<file path="src/rtl/instr_encoder_if.sv">
// instr_encoder_if: host-side instruction beat stream plus instruction-memory
// write port of the RV32I instruction encoder / program loader.
//   start            one-cycle pulse that opens a new load session
//   in_valid/in_ready  beat handshake; in_kind, in_rd, in_rs1, in_rs2,
//                    in_imm, in_last describe one symbolic instruction
//   mem_we/mem_ready write handshake; mem_addr, mem_wdata carry the word
//   count/done/err   session status
// Modports: slave = encoder side, master = host/memory side.
interface instr_encoder_if #(
  parameter int ADDR_WIDTH = 8
);
  logic                  start;
  logic                  in_valid;
  logic                  in_ready;
  logic [4:0]            in_kind;
  logic [4:0]            in_rd;
  logic [4:0]            in_rs1;
  logic [4:0]            in_rs2;
  logic [31:0]           in_imm;
  logic                  in_last;
  logic                  mem_we;
  logic [31:0]           mem_addr;
  logic [31:0]           mem_wdata;
  logic                  mem_ready;
  logic [ADDR_WIDTH:0]   count;
  logic                  done;
  logic                  err;

  modport slave (
    input  start, in_valid, in_kind, in_rd, in_rs1, in_rs2, in_imm, in_last,
           mem_ready,
    output in_ready, mem_we, mem_addr, mem_wdata, count, done, err
  );

  modport master (
    output start, in_valid, in_kind, in_rd, in_rs1, in_rs2, in_imm, in_last,
           mem_ready,
    input  in_ready, mem_we, mem_addr, mem_wdata, count, done, err
  );
endinterface

</file>
<file path="src/rtl/instr_encoder.sv">
// instr_encoder: streaming RV32I instruction encoder and program loader.
// Accepts one symbolic instruction per beat, packs it into a 32-bit machine
// word (illegal kinds / out-of-range immediates become a NOP and set err),
// and writes it to instruction memory at consecutive word addresses.
// Ports:
//   clk  rising-edge clock
//   rst  asynchronous active-high reset
//   bus  instr_encoder_if.slave (beat stream, memory write port, status)
// Parameters:
//   ADDR_WIDTH  word-index width, memory depth = 2**ADDR_WIDTH words
//   BASE_ADDR   byte address of word 0
module instr_encoder #(
  parameter int          ADDR_WIDTH = 8,
  parameter logic [31:0] BASE_ADDR  = 32'h0000_0000
) (
  input  logic             clk,
  input  logic             rst,
  instr_encoder_if.slave   bus
);

  typedef enum logic [1:0] {S_IDLE, S_ACCEPT, S_WRITE, S_DONE} state_t;

  localparam logic [31:0]       NOP   = 32'h0000_0013;
  localparam logic [ADDR_WIDTH:0] ONE   = (ADDR_WIDTH+1)'(1);
  localparam logic [ADDR_WIDTH:0] DEPTH = ONE << ADDR_WIDTH;

  localparam logic [6:0] OP_R    = 7'b0110011;
  localparam logic [6:0] OP_I    = 7'b0010011;
  localparam logic [6:0] OP_LD   = 7'b0000011;
  localparam logic [6:0] OP_ST   = 7'b0100011;
  localparam logic [6:0] OP_BR   = 7'b1100011;
  localparam logic [6:0] OP_JAL  = 7'b1101111;
  localparam logic [6:0] OP_JALR = 7'b1100111;
  localparam logic [6:0] OP_LUI  = 7'b0110111;

  function automatic logic f_fits(input logic signed [31:0] v,
                                  input logic signed [31:0] lo,
                                  input logic signed [31:0] hi);
    return (v >= lo) && (v <= hi);
  endfunction

  // funct3 for the ALU kinds in R-type numbering (0 ADD .. 9 SLTU).
  function automatic logic [2:0] f_alu_f3(input logic [4:0] rk);
    logic [2:0] f3;
    case (rk)
      5'd0, 5'd1: f3 = 3'b000;
      5'd2:       f3 = 3'b111;
      5'd3:       f3 = 3'b110;
      5'd4:       f3 = 3'b100;
      5'd5:       f3 = 3'b001;
      5'd6, 5'd7: f3 = 3'b101;
      5'd8:       f3 = 3'b010;
      default:    f3 = 3'b011;
    endcase
    return f3;
  endfunction

  // Returns {legal, word}; an illegal encoding always carries the NOP word.
  function automatic logic [32:0] f_encode(input logic [4:0] kind,
                                           input logic [4:0] rd,
                                           input logic [4:0] rs1,
                                           input logic [4:0] rs2,
                                           input logic signed [31:0] imm);
    logic        ok;
    logic [31:0] w;
    logic [4:0]  rk;
    logic [6:0]  f7;
    ok = 1'b1;
    w  = NOP;
    // I-arith kinds follow the R-type order with SUB removed.
    rk = (kind == 5'd10) ? 5'd0 : kind - 5'd9;
    f7 = 7'b0000000;
    case (kind)
      5'd0, 5'd1, 5'd2, 5'd3, 5'd4, 5'd5, 5'd6, 5'd7, 5'd8, 5'd9: begin
        f7 = (kind == 5'd1 || kind == 5'd7) ? 7'b0100000 : 7'b0000000;
        w  = {f7, rs2, rs1, f_alu_f3(kind), rd, OP_R};
      end
      5'd10, 5'd11, 5'd12, 5'd13, 5'd17, 5'd18: begin
        ok = f_fits(imm, -32'sd2048, 32'sd2047);
        w  = {imm[11:0], rs1, f_alu_f3(rk), rd, OP_I};
      end
      5'd14, 5'd15, 5'd16: begin
        ok = f_fits(imm, 32'sd0, 32'sd31);
        f7 = (kind == 5'd16) ? 7'b0100000 : 7'b0000000;
        w  = {f7, imm[4:0], rs1, f_alu_f3(rk), rd, OP_I};
      end
      5'd19: begin
        ok = f_fits(imm, -32'sd2048, 32'sd2047);
        w  = {imm[11:0], rs1, 3'b010, rd, OP_LD};
      end
      5'd20: begin
        ok = f_fits(imm, -32'sd2048, 32'sd2047);
        w  = {imm[11:5], rs2, rs1, 3'b010, imm[4:0], OP_ST};
      end
      5'd21, 5'd22: begin
        ok = f_fits(imm, -32'sd4096, 32'sd4094) && !imm[0];
        w  = {imm[12], imm[10:5], rs2, rs1, (kind == 5'd22) ? 3'b001 : 3'b000,
              imm[4:1], imm[11], OP_BR};
      end
      5'd23: begin
        ok = f_fits(imm, -32'sd1048576, 32'sd1048574) && !imm[0];
        w  = {imm[20], imm[10:1], imm[11], imm[19:12], rd, OP_JAL};
      end
      5'd24: begin
        ok = f_fits(imm, -32'sd2048, 32'sd2047);
        w  = {imm[11:0], rs1, 3'b000, rd, OP_JALR};
      end
      5'd25: begin
        ok = (imm[11:0] == 12'h000);
        w  = {imm[31:12], rd, OP_LUI};
      end
      default: ok = 1'b0;
    endcase
    return {ok, ok ? w : NOP};
  endfunction

  state_t              r_state;
  logic                r_in_ready;
  logic                r_mem_we;
  logic [31:0]         r_wdata;
  logic                r_last;
  logic [ADDR_WIDTH:0] r_count;
  logic                r_done;
  logic                r_err;

  logic [32:0]         w_enc;
  logic [ADDR_WIDTH:0] w_cnt_nxt;

  assign w_enc     = f_encode(bus.in_kind, bus.in_rd, bus.in_rs1, bus.in_rs2,
                              bus.in_imm);
  assign w_cnt_nxt = r_count + ONE;

  always_ff @(posedge clk or posedge rst) begin
    if (rst) begin
      r_state    <= S_IDLE;
      r_in_ready <= 1'b0;
      r_mem_we   <= 1'b0;
      r_wdata    <= '0;
      r_last     <= 1'b0;
      r_count    <= '0;
      r_done     <= 1'b0;
      r_err      <= 1'b0;
    end else begin
      case (r_state)
        S_IDLE, S_DONE: begin
          if (bus.start) begin
            r_state    <= S_ACCEPT;
            r_in_ready <= 1'b1;
            r_count    <= '0;
            r_done     <= 1'b0;
            r_err      <= 1'b0;
          end
        end
        S_ACCEPT: begin
          if (bus.in_valid) begin
            r_wdata    <= w_enc[31:0];
            r_last     <= bus.in_last;
            r_in_ready <= 1'b0;
            r_mem_we   <= 1'b1;
            r_state    <= S_WRITE;
            if (!w_enc[32]) r_err <= 1'b1;
          end
        end
        S_WRITE: begin
          if (bus.mem_ready) begin
            r_count  <= w_cnt_nxt;
            r_mem_we <= 1'b0;
            if (r_last || w_cnt_nxt == DEPTH) begin
              r_state <= S_DONE;
              r_done  <= 1'b1;
              // Memory full while the host still had more to send.
              if (!r_last) r_err <= 1'b1;
            end else begin
              r_state    <= S_ACCEPT;
              r_in_ready <= 1'b1;
            end
          end
        end
        default: r_state <= S_IDLE;
      endcase
    end
  end

  assign bus.in_ready  = r_in_ready;
  assign bus.mem_we    = r_mem_we;
  assign bus.mem_addr  = BASE_ADDR + (32'(r_count) << 2);
  assign bus.mem_wdata = r_wdata;
  assign bus.count     = r_count;
  assign bus.done      = r_done;
  assign bus.err       = r_err;

endmodule
</file>
<file path="src/flat_wrapper.sv">
// flat-port wrapper written by rule: the top's interface ports become plain ports
module instr_encoder_flat 
#(
  parameter int          ADDR_WIDTH = 8,
  parameter logic [31:0] BASE_ADDR  = 32'h0000_0000
)
  (clk, rst, bus_start, bus_in_valid, bus_in_kind, bus_in_rd, bus_in_rs1, bus_in_rs2, bus_in_imm, bus_in_last, bus_mem_ready, bus_in_ready, bus_mem_we, bus_mem_addr, bus_mem_wdata, bus_count, bus_done, bus_err);
  instr_encoder_if #(.ADDR_WIDTH(ADDR_WIDTH)) bus_i ();
  input  logic clk;
  input  logic rst;
  input wire logic [$bits(bus_i.start)-1:0] bus_start;
  input wire logic [$bits(bus_i.in_valid)-1:0] bus_in_valid;
  input wire logic [$bits(bus_i.in_kind)-1:0] bus_in_kind;
  input wire logic [$bits(bus_i.in_rd)-1:0] bus_in_rd;
  input wire logic [$bits(bus_i.in_rs1)-1:0] bus_in_rs1;
  input wire logic [$bits(bus_i.in_rs2)-1:0] bus_in_rs2;
  input wire logic [$bits(bus_i.in_imm)-1:0] bus_in_imm;
  input wire logic [$bits(bus_i.in_last)-1:0] bus_in_last;
  input wire logic [$bits(bus_i.mem_ready)-1:0] bus_mem_ready;
  output wire logic [$bits(bus_i.in_ready)-1:0] bus_in_ready;
  output wire logic [$bits(bus_i.mem_we)-1:0] bus_mem_we;
  output wire logic [$bits(bus_i.mem_addr)-1:0] bus_mem_addr;
  output wire logic [$bits(bus_i.mem_wdata)-1:0] bus_mem_wdata;
  output wire logic [$bits(bus_i.count)-1:0] bus_count;
  output wire logic [$bits(bus_i.done)-1:0] bus_done;
  output wire logic [$bits(bus_i.err)-1:0] bus_err;
  assign bus_i.start = bus_start;
  assign bus_i.in_valid = bus_in_valid;
  assign bus_i.in_kind = bus_in_kind;
  assign bus_i.in_rd = bus_in_rd;
  assign bus_i.in_rs1 = bus_in_rs1;
  assign bus_i.in_rs2 = bus_in_rs2;
  assign bus_i.in_imm = bus_in_imm;
  assign bus_i.in_last = bus_in_last;
  assign bus_i.mem_ready = bus_mem_ready;
  assign bus_in_ready = bus_i.in_ready;
  assign bus_mem_we = bus_i.mem_we;
  assign bus_mem_addr = bus_i.mem_addr;
  assign bus_mem_wdata = bus_i.mem_wdata;
  assign bus_count = bus_i.count;
  assign bus_done = bus_i.done;
  assign bus_err = bus_i.err;
  instr_encoder #(.ADDR_WIDTH(ADDR_WIDTH), .BASE_ADDR(BASE_ADDR)) u_core (.clk(clk), .rst(rst), .bus(bus_i));
endmodule
</file>
<file path="config.mk">
export PLATFORM = sky130hd
export DESIGN_NAME = instr_encoder_flat
export DESIGN_NICKNAME = d
export VERILOG_FILES = /design/src/rtl/instr_encoder_if.sv /design/src/rtl/instr_encoder.sv /design/src/flat_wrapper.sv
export SDC_FILE = /design/constraint.sdc
export NUM_CORES = 1
export LEC_CHECK = 0
export ABC_AREA = 0
export CORE_AREA = 8 8 100 102
export DETAILED_ROUTE_END_ITERATION = 6
export DIE_AREA = 0 0 108 110
export PLACE_DENSITY = 0.79
export SYNTH_ARGS = -nofsm -noshare
export SYNTH_HDL_FRONTEND = slang
export SYNTH_SLANG_ARGS = --single-unit
</file>
<file path="constraint.sdc">
create_clock -name clk -period 2.5 [get_ports clk]
set_clock_uncertainty 0.2 [all_clocks]
set_input_delay 0.625 -clock clk [delete_from_list [all_inputs] [get_ports clk]]
set_output_delay 0.625 -clock clk [all_outputs]
set_load 0.01 [all_outputs]
</file>
==> metrics.cfg, run 1 <==
[status]
status=finished with violations
violations=setup timing

[hold_path]
min_path_type=reg2reg
holdPathStages=1

[global_routing]
grt_pass1_vias=4567
antenna_found_initial=0
grt_max_degree=46
grt_pass1_wl_um=23000
grt_usage_pct=24.2
grt-ovfl-total=0

[synth]
ys_ff_latch=47
ys.flop_type=dfrtp_1
synth-edff-count=0
async_reset_ff_share_pct=100
synth_top_area_cell=dfrtp_1
synth_top_area_share_pct=32.1
yosysMostFrequentCell=nand2_1
synthTopCellsByCount=55 x nand2_1, 47 x dfrtp_1, 33 x buf_4, 25 x o21ai_0, 20 x a21oi_1
netlist_area_mm2=0.00366
synth.avg_cell_area_um2=8.63
synthCells=424
yosys_warnings=0
synthTopCellsByArea=dfrtp_1 32%, buf_4 6.8%, o31ai_2 6.5%
ys_types=67
yosysSeqAreaShare_pct=32.1

[routing]
vias=4417
via_per_inst=5.87
ant_nets=0
drc=0
wl_per_cell_um=20.4
drt_iter0_drc=290
drt_first_pass_iters=6
routed_wl_um=15400

[timing]
finalCriticalPeriod_ns=2.72
min_period_over_period_pct=109
rsz0062_at_grt=yes
setup_ws_ns=-0.222
slew_headroom_pct=58.2
report.final.hold_viol_count=0
fmax_mhz=367
setup_viol=23
drv_slew=0
tightest_slew_ns=0.612

[final_layout]
num_antenna_cells=0
fin_util_pct=76.6
drive_above_1_share_pct=40.2
finalNetCount=712
fill_cells=569
synthToLayoutAreaGrowth_pct=77.2
multi_input_area_mm2=0.00275
regArea_mm2=0.00118
stdcell_count=753

[clock_network]
max-clock-path-buffers=2
clock_latency_ns=0.30
clock_sinks=47
htree_levels=2
cts_tree=done
cts-root-buf=clkbuf_8
clk_pin_slew_ns=0.09
cts_buffers=5

[placement]
dp_hpwl_um=11300
port-buffer-count=111
dp.cells=723
place_congestion=0.930

[worst_setup_path]
crit_arrival_ns=2.71
endpoint=u_core.bus.mem_wdata[30]$_DFFE_PP0P_
crit_fanout=5
r2r-start=u_core.bus.count[1]$_DFFE_PP0P_
crit_path_end_kind=register
ff2ff_path_depth=7
path_class=in2reg
rrSetupSlack_ns=0.10
cp-start-kind=input port
worstPathRequired_ns=2.49
cp-startpoint=bus_in_kind[1]
r2r_end=u_core.bus.in_ready$_DFFE_PP0P_

[floorplan]
die_y_um=110
coreArea_mm2=0.00847
io-pin-count=135
start_util_pct=43.2
core.rowCount=34
die_area_mm2=0.0119
die-width_um=108

[power]
vdd_drop_max_v=0.000332
powerDensity_mw_per_mm2=508
leakagePower_uw=0.00278

[job]
cap_violations=0

power breakdown:
| part | switching, µW | internal, µW |
|---|---|---|
| Sequential | 104 | 900 |
| Clock | 274 | 298 |
| Combinational | 914 | 805 |
| Total | 1290 | 2000 |
cell families (layout without fill, tap and decap cells):
logic type,Yosys count,in the layout,synth area share [%]
AND/OR/NAND/NOR,150,150,21.1
AO/OA/AOI/OAI,137,137,29.2
buffers and inverters,72,271,12.1
flip-flops,47,47,32.1
adder cells (fa/ha/maj),10,10,3.42
multiplexers,5,5,1.47
XOR/XNOR,2,2,0.479
other,1,23,0.103
registers in the layout, summed over array words and instances, names as in the netlist:
signal	count
u_core.bus.count	9
u_core.bus.in_ready	1
u_core.bus.mem_wdata	31
u_core.bus.mem_we	1
u_core.bus.err	1
u_core.r_last	1
u_core.bus.done	1
u_core.r_state	2
repair_timing:
| item | in CTS | in global routing |
|---|---|---|
| buffers inserted | 17 | 11 |
| gates resized for setup | 102 | 73 |
| gates cloned | 2 | 0 |
| pin swaps | 33 | 32 |
| hold buffers | 0 | 0 |
| setup endpoints to repair | 32 | 32 |
| endpoints found under the hold margin | 0 | 0 |
per-stage QoR:
stage | power (µW) | setup WS, ns | setup TNS, ns | hold WS [ns] | area (µm²)
2_1_floorplan | 1770 | -0.114 | -2.22 | 0.300 | 3900
3_3_place_gp | 2450 | -0.958 | -26.94 | 0.271 | 5680
3_5_place_dp | 2490 | -1.08 | -28.64 | 0.276 | 5680
4_1_cts | 3200 | -0.256 | -3.79 | 0.302 | 6290
5_1_grt | 3470 | -0.225 | -3.22 | 0.329 | 6480
6_report | 3300 | -0.222 | -1.72 | 0.299 | 6480
how the worst min path moves through the flow:
stage,startpoint,to
after global routing,u_core.bus.mem_wdata[20]$_DFFE_PP0P_,u_core.bus.mem_wdata[20]$_DFFE_PP0P_
final,u_core.bus.mem_wdata[1]$_DFFE_PP0P_,u_core.bus.mem_wdata[1]$_DFFE_PP0P_
after CTS,u_core.bus.mem_wdata[24]$_DFFE_PP0P_,u_core.bus.mem_wdata[24]$_DFFE_PP0P_
after detailed placement,u_core.bus.mem_wdata[1]$_DFFE_PP0P_,u_core.bus.mem_wdata[1]$_DFFE_PP0P_
after floorplan,u_core.r_state[0]$_DFFE_PP0P_,u_core.r_state[0]$_DFFE_PP0P_
after global placement,u_core.bus.mem_wdata[24]$_DFFE_PP0P_,u_core.bus.mem_wdata[24]$_DFFE_PP0P_
layout make-up:
cell class / count / area share (%)
clock buffers: 5 / 1.06
inverters: 15 / 0.984
repair buffers: 248 / 34.7
clock inverters: 3 / 0.676
well taps: 108 / 2.08
multi-input cells: 327 / 42.3
flip-flops and latches: 47 / 18.1
placed cells by master (no fill, tap or decap), types with 15 or more instances in the layout:
| cell | n |
|---|---|
| nand2_1 | 51 |
| dfrtp_1 | 47 |
| buf_4 | 119 |
| o21ai_0 | 24 |
| nor2_1 | 16 |
| a21oi_1 | 16 |
| clkdlybuf4s50_1 | 74 |
| o31ai_4 | 17 |
| conb_1 | 23 |
| dlygate4sd2_1 | 15 |
routing by layer:
layer  vias up  track usage, %  wire, µm  part of all wire (%)
li1       1957               -         -                     -
met1      2150            28.0      5720                    37
met2       266            43.3      7800                    51
met3        44            4.65      1320                   8.6
met4         0            9.32       516                   3.4
met5         -               0         0                     0
worst max-delay path, cell delays in order:
cell and delay (ns):
buf_8 0.11, buf_6 0.11, ha_4 0.18, or4_4 0.44
a21oi_4 0.19, a211oi_4 0.07, buf_4 0.15, o21bai_4 0.16
a222oi_1 0.44, buf_4 0.19, o31ai_2 0.05
Note: power is estimated with default switching activity, not from simulation.
==> run 2: changes to the inputs <==
--- a/config.mk
+++ b/config.mk
@@ -7,9 +7,11 @@
 export LEC_CHECK = 0
 export ABC_AREA = 0
 export CORE_AREA = 8 8 100 102
+export CTS_CLUSTER_DIAMETER = 50
 export DETAILED_ROUTE_END_ITERATION = 6
 export DIE_AREA = 0 0 108 110
 export PLACE_DENSITY = 0.79
+export SKIP_CTS_REPAIR_TIMING = 1
 export SYNTH_ARGS = -nofsm -noshare
 export SYNTH_HDL_FRONTEND = slang
 export SYNTH_SLANG_ARGS = --single-unit
==> run 2 against run 1 <==
Compared with the run above: the run still ends with setup timing left; sequential share of layout area decreased by 0.14 points; clock power increased by 1%; routed wire length decreased by 3.3%; hold slack got worse by 0.0032 ns; non-clock buffer count decreased by 7; global-route usage decreased by 1.8 points; critical path depth unchanged; critical endpoint is now u_core.bus.mem_wdata[23]$_DFFE_PP0P_.
==> metrics.cfg, run 2 (synthesis gave the netlist of run 1 again) <==
[global_routing]
grt_use_met1_pct=26.4
grt_pass1_vias=4269
grt_pass1_wl_um=21500
grt-ovfl-total=0
use_met3_pct=4.42
grt_usage_pct=22.4
grt.busiest_layer=met2
grt_max_degree=46
met2_usage_pct=40.7
antenna_found_initial=0

[clock_network]
cts-root-buf=clkbuf_8
htree_levels=2
max-clock-path-buffers=2
clock_latency_ns=0.31
clk_pin_slew_ns=0.09
clock_sinks=47
cts_tree=done
cts_buffers=5

[final_layout]
largest_reg_flops=31
synthToLayoutAreaGrowth_pct=78.6
stdcell_count=746
num_antenna_cells=0
final_cell_mix=107 x buf_4, 88 x clkdlybuf4s50_1, 51 x nand2_1
fill_cells=576
finalNetCount=705
drive_above_1_share_pct=37.6
layout.cells.most_common=buf_4

[worst_setup_path]
cp-start-kind=input port
path_cells=buf_6, buf_8, inv_8, ha_4, or3_4, o311a_4, nor3_4, o31a_1, nand2_2, a222oi_1, o31ai_4
cp_slowest_cell=a222oi_1
crit_arrival_ns=2.69
rrSetupSlack_ns=0.13
crit_buf_inv=3
critical_path.top_delay_family=compound AO/OA/AOI/OAI gates
r2r_end=u_core.bus.in_ready$_DFFE_PP0P_
crit_path_end_kind=register
worstPathRequired_ns=2.48
slowest_delay_ns=0.44
r2r-start=u_core.bus.count[1]$_DFFE_PP0P_
crit_fanout=7
ff2ff_path_depth=7
path_class=in2reg

[routing]
drt_first_pass_iters=5
wl_per_cell_um=19.9
ant_nets=0
routed_wl_um=14800
vias=4266
drc=0
drt_iter0_drc=237
via_per_inst=5.72

[timing]
min_period_over_period_pct=108
finalCriticalPeriod_ns=2.71
slew_headroom_pct=60.0
drv_slew=0
rsz0062_at_grt=yes
fmax_mhz=369
report.final.hold_viol_count=0
tightest_slew_ns=0.585
setup_viol=29
setup_ws_ns=-0.207
whs_ns=0.296

[power]
clockPowerShare_pct=17.6
powerDensity_mw_per_mm2=505
combPwrFrac_pct=51.9
seqPwrFrac_pct=30.5
p_int_uw=2010
vdd_drop_max_v=0.000510
swShare_pct=38.9
power_switching_uw=1280
leakagePower_uw=0.00285

[placement]
dp.cells=723
dp_hpwl_um=11300
place_congestion=0.930
port-buffer-count=111

[floorplan]
core.rowCount=34
die-width_um=108
coreArea_mm2=0.00847
io-pin-count=135
start_util_pct=43.2
die_y_um=110
die_area_mm2=0.0119

[status]
violations=setup timing
status=finished with violations

[hold_path]
holdPathStages=2
min_path_type=reg2reg
min_from=u_core.bus.mem_wdata[24]$_DFFE_PP0P_
holdPathEnd=u_core.bus.mem_wdata[24]$_DFFE_PP0P_

[job]
cap_violations=0

## run 2: cell types whose count changed in the layout (fill, tap and decap cells not counted), sizes merged
| cell | previous run | this run |
|---|---|---|
| clkbuf | 14 | 7 |
| clkdlybuf4s15 | 1 | 0 |
| dlygate4sd2 | 15 | 0 |
| clkdlybuf4s50 | 74 | 88 |
| buf | 142 | 130 |
| dlymetal6s2s | 7 | 21 |
## run 2: metal layers
layer	vias up	routed length [µm]
met2	184	7690
met4	0	408
met5	-	0
li1	1947	-
met1	2103	5780
met3	32	974
## run 2: worst max path at each step
stage,from,depth (start not counted),endpoint
after global placement,bus_in_kind[1],9,u_core.bus.mem_wdata[20]$_DFFE_PP0P_
after CTS,bus_in_kind[1],9,u_core.bus.mem_wdata[20]$_DFFE_PP0P_
after global routing,bus_in_kind[0],11,u_core.bus.mem_wdata[23]$_DFFE_PP0P_
final,bus_in_kind[0],11,u_core.bus.mem_wdata[23]$_DFFE_PP0P_
after detailed placement,bus_in_kind[1],9,u_core.bus.mem_wdata[17]$_DFFE_PP0P_
after floorplan,bus_in_kind[0],10,u_core.bus.mem_wdata[23]$_DFFE_PP0P_
## run 2: cell type report
| class | count | area [µm²] | share of cell area (%) |
|---|---|---|---|
| clock buffer | 5 | 68.8 | 1.05 |
| clock inverter | 3 | 43.8 | 0.670 |
| inverter | 15 | 63.8 | 0.977 |
| multi-input combinational | 327 | 2720 | 41.6 |
| sequential | 47 | 1180 | 18.0 |
| tap | 108 | 135 | 2.07 |
| timing repair buffer | 241 | 2330 | 35.7 |
## run 2: worst min-delay path: cells and delay by family (launching register included)
| kind | cells | cell delay (ns) |
|---|---|---|
| AND/OR/NAND/NOR | 1 | 0.06 |
| flip-flops | 1 | 0.35 |
| AO/OA/AOI/OAI | 1 | 0.05 |
## run 2: power groups by stage
stage	sequential [µW]	clock [µW]	combinational, µW
final	1000	580	1710
after global routing	1020	619	1830
after CTS	1000	578	1480
after detailed placement	1020	0	1480
after global placement	1010	0	1440
after floorplan	1050	0	718
## run 2: stage by stage
step           area, µm²  setup TNS, ns  setup WS [ns]  util (%)  power (µW)
2_1_floorplan       3900          -2.22         -0.114         -        1770
6_report            6530          -3.90         -0.207      77.2        3300
5_1_grt             6530          -4.73         -0.283      77.2        3480
3_5_place_dp        5680         -28.64          -1.08      67.1        2490
4_1_cts             5790         -19.20         -0.784      68.4        3060
3_3_place_gp        5680         -26.94         -0.958      67.1        2450
==> run 3: changes to the inputs <==
--- a/config.mk
+++ b/config.mk
@@ -6,11 +6,12 @@
 export NUM_CORES = 1
 export LEC_CHECK = 0
 export ABC_AREA = 0
-export CORE_AREA = 8 8 100 102
+export CORE_AREA = 8 8 85 87
 export CTS_CLUSTER_DIAMETER = 50
 export DETAILED_ROUTE_END_ITERATION = 6
-export DIE_AREA = 0 0 108 110
-export PLACE_DENSITY = 0.79
+export DIE_AREA = 0 0 93 95
+export DONT_BUFFER_PORTS = 1
+export PLACE_DENSITY = 0.78
 export SKIP_CTS_REPAIR_TIMING = 1
 export SYNTH_ARGS = -nofsm -noshare
 export SYNTH_HDL_FRONTEND = slang
==> run 3 against run 2 <==
Compared with the run above: final area decreased by 36%; fmax increased by 13%; clock power decreased by 14%; worst setup slack improved by 0.31 ns; the run now ends clean; hold slack got worse by 0.020 ns; non-clock buffer count decreased by 186; first-iteration DRC count decreased by 16%; sequential cell count unchanged; global-route usage increased by 1.8 points; clock-buffer cell count increased by 3; combinational power decreased by 46%.
==> metrics.cfg, run 3 (synthesis gave the netlist of run 1 again) <==
[placement]
port-buffer-count=0
dp_hpwl_um=8840
place_congestion=0.928
dp.cells=518

[global_routing]
grt_pass1_vias=3358
grt_usage_pct=24.2
grt_max_degree=46
grt_pass1_wl_um=17100
grt-ovfl-total=0
antenna_found_initial=1

[clock_network]
cts-root-buf=clkbuf_8
clock_sinks=47
max-clock-path-buffers=2
clock_latency_ns=0.29
clk_pin_slew_ns=0.09
cts_tree=done
htree_levels=2
cts_buffers=5

[floorplan]
die-width_um=93
start_util_pct=62.9
die_area_mm2=0.00884
io-pin-count=135
core.rowCount=28
coreArea_mm2=0.00582
die_y_um=95

[worst_setup_path]
path_class=in2reg
crit_fanout=9
crit_arrival_ns=2.38
cp-startpoint=bus_in_kind[1]
worstPathRequired_ns=2.48
cp-start-kind=input port
r2r-start=u_core.bus.count[1]$_DFFE_PP0P_
crit_path_end_kind=register

[power]
vdd_drop_max_v=0.000471
powerDensity_mw_per_mm2=601
clockPowerShare_pct=19.9
power_switching_uw=982
leakagePower_uw=0.00176
combPwrFrac_pct=37.1
p_int_uw=1520
swShare_pct=39.2
seqPwrFrac_pct=43.0
power_uw=2500

[final_layout]
multi_input_area_mm2=0.00228
finalNetCount=519
synthToLayoutAreaGrowth_pct=13.8
regArea_mm2=0.00118
drive_above_1_share_pct=26.5
largest_reg_flops=31
stdcell_count=527
layout.cells.most_common=nand2_1
fill_cells=467
num_antenna_cells=0
final_cell_mix=53 x nand2_1, 51 x buf_4, 46 x dfrtp_1

[timing]
drv_slew=0
setup_viol=0
finalCriticalPeriod_ns=2.40
report.final.hold_viol_count=0
slew_headroom_pct=66.3
fmax_mhz=417
whs_ns=0.277
min_period_over_period_pct=96.0
tightest_slew_ns=0.493

[hold_path]
min_path_type=in2reg
min_from=bus_in_kind[4]

[routing]
ant_nets=0
drt_first_pass_iters=5
vias=3386
via_per_inst=6.43
drt_iter0_drc=198
wl_per_cell_um=20.9
drc=0
routed_wl_um=11000

[status]
status=finished clean

[job]
cap_violations=0

-- run 3: cell count changes in the layout (fill, tap and decap cells not counted), moves of 13 or more --
cell / delta
dlymetal6s2s_1: -21
clkdlybuf4s50_1: -88
o31ai_4: -13
buf_6: -14
buf_4: -56
-- run 3: worst max-delay path, stage by stage --
cell      delay, ns
inv_1          0.08
ha_2           0.24
buf_4          0.15
nor2_1         0.09
nor3_1         0.05
buf_4          0.14
nor3_4         0.22
o31a_1         0.25
nand2_2        0.10
a222oi_1       0.33
o31ai_2        0.10
-- run 3: cell type report --
cell class | count | share of cell area (%)
Sequential cell | 47 | 28.3
Tap cell | 75 | 2.25
Multi-Input combinational cell | 327 | 54.7
Timing Repair Buffer | 55 | 10.9
Clock buffer | 8 | 2.40
Inverter | 15 | 1.53
-- run 3: path summary, 6_finish.rpt --
kind                                                         to  slack [ns]  cells past startpoint
max                        u_core.bus.mem_wdata[23]$_DFFE_PP0P_        0.10                     11
min                         u_core.bus.mem_wdata[6]$_DFFE_PP0P_        0.28                      2
max reg2reg                     u_core.bus.in_ready$_DFFE_PP0P_        0.12                      9
min reg2reg                       u_core.r_state[1]$_DFFE_PP0P_        0.37                      2
max in group asynchronous       u_core.bus.count[1]$_DFFE_PP0P_        0.96                      3
min in group asynchronous  u_core.bus.mem_wdata[23]$_DFFE_PP0P_        0.54                      2
-- run 3: stage by stage --
stage	setup slack (ns)	setup TNS, ns	utilization (%)	area [µm²]
2_1_floorplan	-0.114	-2.22	-	3900
3_3_place_gp	-0.198	-3.61	68.9	4010
3_5_place_dp	-0.294	-5.67	68.9	4010
4_1_cts	0.0216	0	70.6	4110
5_1_grt	-0.0190	-0.0416	71.6	4160
6_report	0.101	0	71.6	4160
-- run 3: layer usage --
metal / share of wire (%) / vias to the layer above / global-route usage (%)
met4: 2.1 / 2 / 7.25
met3: 11 / 27 / 9.37
met2: 52 / 171 / 44.6
li1: - / 1580 / -
met1: 35 / 1606 / 24.8
met5: 0.12 / - / 0
-- run 3: power by group through the flow --
stage	clock network, µW	logic, µW	registers, µW
after floorplan	0	718	1050
after global routing	532	1020	1100
final	498	929	1080
after global placement	0	875	1090
after detailed placement	0	913	1090
after CTS	498	922	1080
==> variant: new RTL, config.mk and constraints of run 1 <==
Re-encode `state_t` (4 states) as one-hot, 4 bits wide.
--- a/src/rtl/instr_encoder.sv
+++ b/src/rtl/instr_encoder.sv
@@ -18,7 +18,7 @@
   instr_encoder_if.slave   bus
 );
 
-  typedef enum logic [1:0] {S_IDLE, S_ACCEPT, S_WRITE, S_DONE} state_t;
+  typedef enum logic [3:0] {S_IDLE = 4'b0001, S_ACCEPT = 4'b0010, S_WRITE = 4'b0100, S_DONE = 4'b1000} state_t;
 
   localparam logic [31:0]       NOP   = 32'h0000_0013;
   localparam logic [ADDR_WIDTH:0] ONE   = (ADDR_WIDTH+1)'(1);
Behaviour: no difference found for any inputs over 10 cycles, from zero or initial values and one cycle with rst high; not proved beyond that.
==> variant against run 1 <==
  * Power grew 20%
  * Critical path depth unchanged
  * Utilization is 4.3 points lower
  * Final cell count down 4.0%
  * Sequential cell count rose by 2
  * Wire length down 10%
  * Design area fell by 5.7%
  * Global-route usage decreased by 1.5 points
  * Setup slack better by 0.24 ns
  * Synthesized area up 5.3%
  * Non-clock buffer count is 36 lower
  * Synthesized cell count increased by 2.8%
  * Critical endpoint is now u_core.bus.mem_wdata[16]
  * Highest routed layer unchanged
==> variant: results (changes against run 1) <==
status finished, final reports clean; via count 4,276 (-3.2%); Final nets 679 (-4.6%); share of post-route cells with drive strength above 1 32.4% (-7.8 points); Mapped Avg Cell Area 8.83 µm² (+2.4%); FILL cells 593 (+4.2%); largest net degree at the start of global routing 34 (-26%); Cell Count Post-Placement 706 (-2.4%); Worst Setup SP bus_in_kind[0]; wirelength, routed 13,800 µm (-10%); CP Data Arrival Time 2.48 ns (-0.23 ns); hold_sp u_core.bus.in_ready; vias in the first global route 4,464 (-2.3%); slowest cell on the critical path a221oi_2; top cells by count, synth nor2_1, dfrtp_1, buf_4, nand2_1, a211oi_2; Detail Placement HPWL 10,400 µm (-7.5%); min-delay worst type reg2reg; slowest stage delay, CP 0.33 ns (-0.11 ns); P_leak 2.61 nW (-6.0%); first-pass iteration count of the detailed router 5 (-1); drt initial violations 239 (-18%); gpl congestion 0.894 (-3.9%); max_slew headroom 66.6% (+8.4 points); first-pass GRT wire length 22,000 µm (-4.6%); CP Max Fanout 6 (+1); Tot GR Track Use 22.8% (-1.5 points); worst vdd ir 0.000299 V (-9.8%); DR vias/cell 5.91 (+0.82%); # diodes 0 (unchanged); Synth cell types 70 (+4.5%); post-synthesis sequential area ratio 31.9% (-0.28 points); Worst R2R Start u_core.bus.count[0]; initial antenna violation count 0 (unchanged); ranking of synthesized cells by area dfrtp_1, a211oi_2, buf_4
-- variant: stage by stage --
step                hold WS (ns)  setup TNS (ns)  worst slack (ns)  instance area (µm²)
CTS                        0.312               0           0.00279                 6010
floorplan                  0.269               0            0.0158                 3990
global route               0.340         -0.0817           -0.0236                 6120
finish                     0.306               0            0.0155                 6120
global placement           0.277          -19.44            -0.665                 5570
detailed placement         0.290          -20.87            -0.766                 5570
-- variant: worst max-delay path, delay by kind of cell --
kind / cells / cell delay (ns)
fa+ha+maj: 1 / 0.16
buf+inv: 4 / 0.53
compound gates: 4 / 0.78
simple gates: 2 / 0.39
-- variant: repair_timing --
action | in CTS | in global routing
buffers inserted | 6 | 0
pin swaps | 16 | 12
resized for setup | 74 | 26
gates cloned | 3 | 0
endpoints found under the setup margin | 31 | 31
-- variant: logic make-up after synthesis --
kind of cell,synth area share (%)
flops,31.9
mux,1.04
fa+ha+maj,2.27
other cells,0.0974
compound gates,27.6
xor+xnor,1.59
buf+inv,11.7
simple gates,23.8
-- variant: power by group --
group | switching, W | internal, W | total (W)
clock | 0.000293 | 0.000200 | 0.000493
sequential | 0.000236 | 0.00107 | 0.00131
combinational | 0.000996 | 0.00114 | 0.00214
total | 0.00153 | 0.00242 | 0.00394
-- variant: path summary, 6_finish.rpt --
| kind | endpoint | slack [ns] | cells past startpoint |
|---|---|---|---|
| setup reg to reg | u_core.bus.err | 0.24 | 7 |
| max in group asynchronous | u_core.r_state[0] | 1.14 | 3 |
| min in group asynchronous | u_core.bus.mem_wdata[9] | 0.41 | 2 |
| hold / removal | u_core.bus.in_ready | 0.31 | 1 |
| hold reg to reg | u_core.bus.in_ready | 0.31 | 1 |
| setup / recovery | u_core.bus.mem_wdata[16] | 0.02 | 11 |
-- variant: layout make-up --
type | instances | area [µm²] | area share (%)
clock buffers | 6 | 72.6 | 1.19
well taps | 108 | 135 | 2.21
inverters | 7 | 32.5 | 0.532
flip-flops and latches | 49 | 1230 | 20.1
clock inverters | 2 | 13.8 | 0.225
repair buffers | 212 | 2030 | 33.3
multi-input cells | 339 | 2600 | 42.5
-- variant: routing by layer --
| metal | wire (µm) | track usage [%] |
|---|---|---|
| met3 | 923 | 3.95 |
| met2 | 7240 | 40.7 |
| met1 | 5280 | 26.4 |
| met5 | 0 | 0 |
| met4 | 374 | 9.32 |
